[config.mk]
export PLATFORM = sky130hd
export DESIGN_NAME = sram_bist
export DESIGN_NICKNAME = d
export VERILOG_FILES = /design/src/rtl/sram_pkg.sv /design/src/rtl/sram_bist.sv
export SDC_FILE = /design/constraint.sdc
export NUM_CORES = 1
export LEC_CHECK = 0
export CORE_ASPECT_RATIO = 1.1
export CORE_MARGIN = 1
export CORE_UTILIZATION = 42
export DETAILED_ROUTE_END_ITERATION = 7
export MAX_ROUTING_LAYER = met4
export PLACE_DENSITY = 0.86
export SLEW_MARGIN = 20
export SYNTH_ARGS = -nofsm -noshare
export SYNTH_HDL_FRONTEND = slang
export SYNTH_SLANG_ARGS = --single-unit
[constraint.sdc]
create_clock -name clk -period 1.9 [get_ports clk]
set_clock_uncertainty 0.15 [all_clocks]
set_input_delay 0.475 -clock clk [delete_from_list [all_inputs] [get_ports clk]]
set_output_delay 0.475 -clock clk [all_outputs]
set_load 0.03 [all_outputs]
[src/rtl/sram_pkg.sv]
// Shared definitions for the 16x128 SRAM and its built-in self-test.
//   DW    : SRAM data width
//   AW    : SRAM address width
//   DEPTH : number of SRAM words
//   state_t : BIST sequencer states
package sram_pkg;

   localparam int unsigned DW    = 16;
   localparam int unsigned AW    = 7;
   localparam int unsigned DEPTH = 2 ** AW;

   typedef enum logic [2:0] {
      IDLE,
      WR0,
      RD0,
      CHK0,
      WR1,
      RD1,
      CHK1,
      DONE
   } state_t;

endpackage

[src/rtl/sram_bist.sv]
// March-style BIST for a single-port SRAM: write PATTERN everywhere, read back
// and compare, then repeat with ~PATTERN. Stops at the first mismatch.
// Ports:
//   clk, rst   : clock, async active-low reset
//   start      : one-cycle request, honoured only in IDLE
//   mem_we/re  : SRAM write/read enables (never both high)
//   mem_addr   : SRAM address
//   mem_din    : SRAM write data
//   mem_dout   : SRAM read data, valid the cycle after a read is issued
//   busy       : test in progress
//   done       : one-cycle end-of-test pulse
//   fail       : sticky mismatch flag, cleared by the next accepted start
//   fail_addr  : address of the first mismatch
//   fail_data  : data read at fail_addr
module sram_bist
   import sram_pkg::*;
#(
   parameter int unsigned    DW      = sram_pkg::DW,
   parameter int unsigned    AW      = sram_pkg::AW,
   parameter logic [DW-1:0]  PATTERN = DW'(16'hA5C3)
)(
   input  logic          clk,
   input  logic          rst,
   input  logic          start,
   output logic          mem_we,
   output logic          mem_re,
   output logic [AW-1:0] mem_addr,
   output logic [DW-1:0] mem_din,
   input  logic [DW-1:0] mem_dout,
   output logic          busy,
   output logic          done,
   output logic          fail,
   output logic [AW-1:0] fail_addr,
   output logic [DW-1:0] fail_data
);

   localparam logic [AW-1:0] LAST = '1;

   state_t        state_q, state_d;
   logic          we_d, re_d, busy_d, done_d, fail_d;
   logic [AW-1:0] addr_d, fail_addr_d;
   logic [DW-1:0] din_d, fail_data_d;
   logic [DW-1:0] exp_c;
   logic          rd_vld_q, mismatch_c;
   logic [AW-1:0] rd_addr_q;
   logic [AW-1:0] addr_inc_c;

   assign addr_inc_c = mem_addr + AW'(1);

   // compare the word returned for last cycle's read against the pass pattern
   always_comb begin
      exp_c      = (state_q inside {RD1, CHK1}) ? ~PATTERN : PATTERN;
      mismatch_c = rd_vld_q && (state_q inside {RD0, CHK0, RD1, CHK1})
                   && (mem_dout != exp_c);
   end

   // next-state and registered-output decode
   always_comb begin
      state_d     = state_q;
      we_d        = 1'b0;
      re_d        = 1'b0;
      addr_d      = '0;
      din_d       = '0;
      fail_d      = fail;
      fail_addr_d = fail_addr;
      fail_data_d = fail_data;

      case (state_q)
         IDLE: begin
            if (start) begin
               state_d     = WR0;
               we_d        = 1'b1;
               din_d       = PATTERN;
               fail_d      = 1'b0;
               fail_addr_d = '0;
               fail_data_d = '0;
            end
         end
         WR0: begin
            if (mem_addr == LAST) begin
               state_d = RD0;
               re_d    = 1'b1;
            end else begin
               we_d   = 1'b1;
               din_d  = PATTERN;
               addr_d = addr_inc_c;
            end
         end
         RD0: begin
            if (mem_addr == LAST) begin
               state_d = CHK0;
            end else begin
               re_d   = 1'b1;
               addr_d = addr_inc_c;
            end
         end
         CHK0: begin
            state_d = WR1;
            we_d    = 1'b1;
            din_d   = ~PATTERN;
         end
         WR1: begin
            if (mem_addr == LAST) begin
               state_d = RD1;
               re_d    = 1'b1;
            end else begin
               we_d   = 1'b1;
               din_d  = ~PATTERN;
               addr_d = addr_inc_c;
            end
         end
         RD1: begin
            if (mem_addr == LAST) begin
               state_d = CHK1;
            end else begin
               re_d   = 1'b1;
               addr_d = addr_inc_c;
            end
         end
         CHK1:    state_d = DONE;
         DONE:    state_d = IDLE;
         default: state_d = IDLE;
      endcase

      // first mismatch aborts the test and silences the SRAM next cycle
      if (mismatch_c) begin
         state_d     = DONE;
         we_d        = 1'b0;
         re_d        = 1'b0;
         addr_d      = '0;
         din_d       = '0;
         fail_d      = 1'b1;
         fail_addr_d = rd_addr_q;
         fail_data_d = mem_dout;
      end

      done_d = (state_d == DONE);
      busy_d = !(state_d inside {IDLE, DONE});
   end

   // state and output registers
   always_ff @(posedge clk or negedge rst) begin
      if (!rst) begin
         state_q   <= IDLE;
         mem_we    <= 1'b0;
         mem_re    <= 1'b0;
         mem_addr  <= '0;
         mem_din   <= '0;
         busy      <= 1'b0;
         done      <= 1'b0;
         fail      <= 1'b0;
         fail_addr <= '0;
         fail_data <= '0;
      end else begin
         state_q   <= state_d;
         mem_we    <= we_d;
         mem_re    <= re_d;
         mem_addr  <= addr_d;
         mem_din   <= din_d;
         busy      <= busy_d;
         done      <= done_d;
         fail      <= fail_d;
         fail_addr <= fail_addr_d;
         fail_data <= fail_data_d;
      end
   end

   // one-cycle delayed read tag, lines up with mem_dout
   always_ff @(posedge clk or negedge rst) begin
      if (!rst) begin
         rd_vld_q  <= 1'b0;
         rd_addr_q <= '0;
      end else begin
         rd_vld_q  <= mem_re;
         rd_addr_q <= mem_addr;
      end
   end

endmodule
## Word-level counts from Yosys, hierarchy flattened

Cells that the tools add are included.

| word-level totals | value |
|---|---|
| register bits | 62 |
| word-level logic and storage cells | 69 |

| operators by class | value |
|---|---|
| $add $sub $neg | 1 |
| equal/unequal tests | 10 |
| reduce and logical (&&, ||, !) cells | 14 |
| mux-type cells | 32 |

Operator list:

| cell | count |
|---|---|
| $mux 16 | 7 |
| $pmux 16 s4 | 1 |
| $mux 7 | 6 |
| $pmux 3 s8 | 1 |
| $mux 3 | 6 |
| $ne 16x16->1 | 1 |
| $eq 3x3->1 const B | 5 |
| $mux 15 | 1 |
| $mux 1 | 8 |
| $reduce_bool 2->1 | 4 |
| $add 7x1->7 const B | 1 |
| $eq 7x7->1 const B | 1 |
| $eq 3x2->1 const B | 2 |
| $logic_not 3->1 | 2 |
| $reduce_bool 4->1 | 1 |
| $reduce_or 2->1 | 2 |
| $reduce_or 4->1 | 1 |
| $eq 3x1->1 const B | 1 |
| $pmux 1 s3 | 1 |
| $logic_and 1x1->1 | 2 |
| $pmux 1 s2 | 1 |
| $reduce_and 2->1 | 1 |
| $logic_not 1->1 | 1 |

## Depth between registers and ports, before layout

| depth | value |
|---|---|
| depth in word-level cells | 9 |
| depth in mapped cells | 6 |
| mapped depth without buffers | 5 |

## Worst setup path after synthesis

Ideal clock, no wire load.

| path | value |
|---|---|
| path type | reg-to-reg |
| start point | register mem_addr[0] |
| end point | register mem_re |
| buffers on the path | 1 |
| period minus slack after synthesis | 1.984 ns |
| setup slack | -0.084 ns |
| data arrival time | 1.710 ns |
| required time | 1.626 ns |
| cell stages (with the launch flop) | 7 |
| setup time | 0.124 ns |
| cells stage by stage | dfrtp_1 > ha_1 > and3_1 > and4_1 > buf_2 > nor3_1 > o31a_1 |

| between the ends | value |
|---|---|
| longest elaborated chain between the ends | 4 |

RTL lines:

| element | RTL line | text |
|---|---|---|
| from (decl) | sram_bist.sv:27 | `output logic [AW-1:0] mem_addr,` |
| from (signal assigned) | sram_bist.sv:158 | `mem_addr <= addr_d;` |
| $eq 7x7->1 (*) | - |  |
| $mux 1, on equally long branches | - |  |
| $pmux 1 s2 (*) | sram_bist.sv:68 | `case (state_q)` |
| $mux 1 (*) | sram_bist.sv:126 | `if (mismatch_c) begin` |
| via re_d | sram_bist.sv:40 | `logic we_d, re_d, busy_d, done_d, fail_d;` |
| to (signal assigned) | sram_bist.sv:157 | `mem_re <= re_d;` |
| to (decl) | sram_bist.sv:26 | `output logic mem_re,` |

The timed path passes the listed nets; every way through them passes the cells marked *.
A chain may end at the register's enable or synchronous reset.

## Final worst setup path

| path | value |
|---|---|
| start point | input port mem_dout[11] |
| end point | register fail_addr[4] |

| between the ends | value |
|---|---|
| longest elaborated chain between the ends | 4 |

RTL lines:

| element | RTL line | text |
|---|---|---|
| from (decl) | sram_bist.sv:29 | `input logic [DW-1:0] mem_dout,` |
| $ne 16x16->1 (*) | sram_bist.sv:54 | `&& (mem_dout != exp_c);` |
| $logic_and 1x1->1 (*) | sram_bist.sv:54 |  |
| $reduce_bool 2->1 (no source line) | - |  |
| $reduce_and 2->1 (no source line) | - |  |
| to (signal assigned) | sram_bist.sv:163 | `fail_addr <= fail_addr_d;` |
| to (decl) | sram_bist.sv:33 | `output logic [AW-1:0] fail_addr,` |

Mark *: on every way between the ends. The rest lies on a longest branch, timed or not.

==> out/qor.csv <==
metric,value,unit
Final Cycle Share,0.976,
CTS tree,done,
ys flop type,dfrtp_1,
fin cells,368,
placed cell areas,0.00312,mm2
core area,0.00513,mm2
vias after detailed routing,1813,
post-route cell area,0.00327,mm2
ANT cells,0,
"Distinct cells, synth",34,
critical path startpoint,mem_dout[11],
die footprint,0.00577,mm2
part of the power in registers,0.424,
pin count of the biggest net entering global routing,31,
Setup crit end kind,register,
first-pass GRT wire length,8980,um
YS warnings,0,
hold crit path type,register to register,
Crit Path Max Fanout,6,
Post-Syn Nets,235,
post-synthesis sequential element count,48,
combinational cell fraction of total power,0.338,
Placed Cells,353,
clock share of power,0.238,
GR Overflow Total,0,
Leakage,1.86,nW
Root Driver,clkbuf_8,
DR WL/cell,14.6,um
RSZ-0062 raised after global routing,yes,
final hold vios,0,
drt first-iter violations,95,
status,completed,
top-area cell type share of the netlist area,0.523,
R2R cell count,6,
cell count after synthesis,215,
Routed Antenna Nets,0,
critical path class,input pin to register,
total of max-cap violations,0,
Slew Limit Fails,0,
Crit Reg-Reg Endpoint,state_q[0]$_DFF_PN0_,
initial antenna violation count,0,
initial cell density of the core,0.447,
Tmin final,1850,ps
post-synthesis cell area,0.00230,mm2
Final Util,0.636,
dominant cell type by area after synthesis,dfrtp_1,
height of the die,79.5,um
Int Power,2.05,mW
drt total wl,5390,um
crit path to,fail_addr[4]$_DFFE_PN0P_,
Avg Inst Size Synth,10.7,um2
P per Cell Area,976,mW/mm2
crit path DAT,1930,ps
I/O Pins,70,
hpwl dp,3470,um
"EDFF count, synth",0,
layout cells sized above 1,0.226,
Finish-stage setup viols,0,
Final GP Congestion,0.825,
Area Overhead vs Synth,42.3,%
Remaining DRCs,0,
vias per cell,4.93,
Num Clock Sinks,48,
Psw,1.14,mW
synth top area cells,"dfrtp_1, mux2i_1, nand2_1",
Sw Ratio,0.357,
worst IR drop on VDD,0.896,mV
CTS Buf Count,5,
ys async rst share,1.00,
CP Data Required Time,1970,ps
max frequency,0.539,GHz
GRT Overall Usage,0.212,
sequential area share after synthesis,0.523,
Least-Margin Pin Slew,490,ps
Port Buffer Count,69,
worst skew pair latency,300,ps
worst reg2reg path startpoint,mem_addr[0]$_DFF_PN0_,
Clock transition at path regs,90,ps
setup TNS,0,ps
drt first pass iters,4,
H-tree Lvls,2,
fin nets,315,
number of global-route vias before repair,1828,
die width,72.5,um
Max-slew headroom,0.673,
CP startpoint kind,input pin,
row cnt,27,
clock buffer depth,2,
R2R setup slack,50,ps
how the worst min path moves through the flow:
| stage | start | to | cells after the start |
|---|---|---|---|
| after detailed placement | mem_re$_DFF_PN0_ | rd_vld_q$_DFF_PN0_ | 0 |
| after global placement | mem_re$_DFF_PN0_ | rd_vld_q$_DFF_PN0_ | 0 |
| after floorplan | rst | busy$_DFF_PN0_ | 0 |
| final | mem_re$_DFF_PN0_ | rd_vld_q$_DFF_PN0_ | 0 |
| after global routing | mem_dout[3] | fail_data[3]$_DFFE_PN0P_ | 3 |
| after CTS | mem_re$_DFF_PN0_ | rd_vld_q$_DFF_PN0_ | 0 |
repair_timing:
item / 4_1_cts / 5_1_grt
gates resized for setup: 123 / 15
cloned: 2 / 0
endpoints found under the setup margin: 89 / 26
pin swaps: 7 / 9
hold buffers: 1 / 0
endpoints found under the hold margin: 18 / 0
buffers inserted: 5 / 2
cell usage after synthesis (4+ instances only):
master	n
and4b_1	4
buf_2	5
buf_4	14
dfrtp_1	48
inv_1	24
mux2i_1	23
nand2_1	34
nand3_1	4
nor2_1	7
nor4b_2	5
xnor2_1	4
worst max-delay path, cell delays in order:
cell and delay (ps):
buf_6 100, nor4b_4 280, nand4_1 230, a32oi_4 340, buf_6 170, buf_12 130, mux2i_1 200
routing by layer:
metal	global-route usage	share of wire	vias to the layer above
li1	-	-	858
met1	0.253	0.40	871
met2	0.351	0.52	72
met3	0.0492	0.058	12
met4	0.0745	0.018	0
met5	-	0	-
registers in the layout, summed over array words and instances (netlist names), 2 cells and up:
signal and cells:
fail_data 16, mem_addr 7, rd_addr_q 7, mem_din 2, state_q 3, fail_addr 7
area by class of cell:
type / count / area (um2)
clock buffer: 5 / 68.8
multi-input combinational: 119 / 920
clock inverter: 3 / 46.3
tap: 72 / 90.1
inverter: 24 / 90.1
timing repair buffer: 97 / 850
sequential: 48 / 1200
fill: 439 / 1870
cell families (layout without fill, tap and decap cells):
logic type	after synthesis	in the layout	synth area share
buffers and inverters	48	129	0.114
AND/OR/NAND/NOR	74	74	0.185
AO/OA/AOI/OAI	14	14	0.0458
flip-flops	48	48	0.523
XOR/XNOR	7	7	0.0267
adder cells (fa/ha/maj)	1	1	0.00545
multiplexers	23	23	0.100
through the flow:
| stage | power (mW) | setup slack (ps) | hold WS (ps) |
|---|---|---|---|
| after floorplan | 2.04 | 15.1 | 29.4 |
| after global placement | 2.47 | -569 | 250 |
| after detailed placement | 2.49 | -597 | 246 |
| after CTS | 3.17 | -1.80 | 260 |
| after global routing | 3.37 | -89.1 | 251 |
| final | 3.19 | 45.7 | 258 |
power by group through the flow:
stage               clock [mW]  sequential, mW  combinational [mW]
floorplan                    0            1.56               0.475
global placement             0            1.36                1.11
detailed placement           0            1.37                1.13
CTS                      0.769            1.35                1.05
global route             0.821            1.38                1.16
finish                   0.760            1.35                1.08
cell usage in the layout (no fill, tap or decap), types with 2 or more instances in the layout:
| master | count |
|---|---|
| and4b_1 | 4 |
| nand2_1 | 34 |
| dfrtp_2 | 2 |
| a21oi_1 | 2 |
| nand3_1 | 4 |
| dlygate4sd2_1 | 51 |
| nor4b_4 | 4 |
| nor3_1 | 3 |
| nor3b_1 | 2 |
| buf_6 | 6 |
| nand4_1 | 3 |
| and3_1 | 2 |
| xnor2_1 | 4 |
| o21a_1 | 2 |
| nor2_1 | 7 |
| buf_12 | 3 |
| dfrtp_1 | 46 |
| clkbuf_8 | 5 |
| xor2_1 | 3 |
| mux2i_1 | 22 |
| nand2b_1 | 3 |
| buf_2 | 13 |
| inv_1 | 24 |
| buf_4 | 19 |
| nor2b_1 | 2 |
| nor4b_2 | 3 |
| o21ai_0 | 3 |
Power figures use the tool's default switching activity.
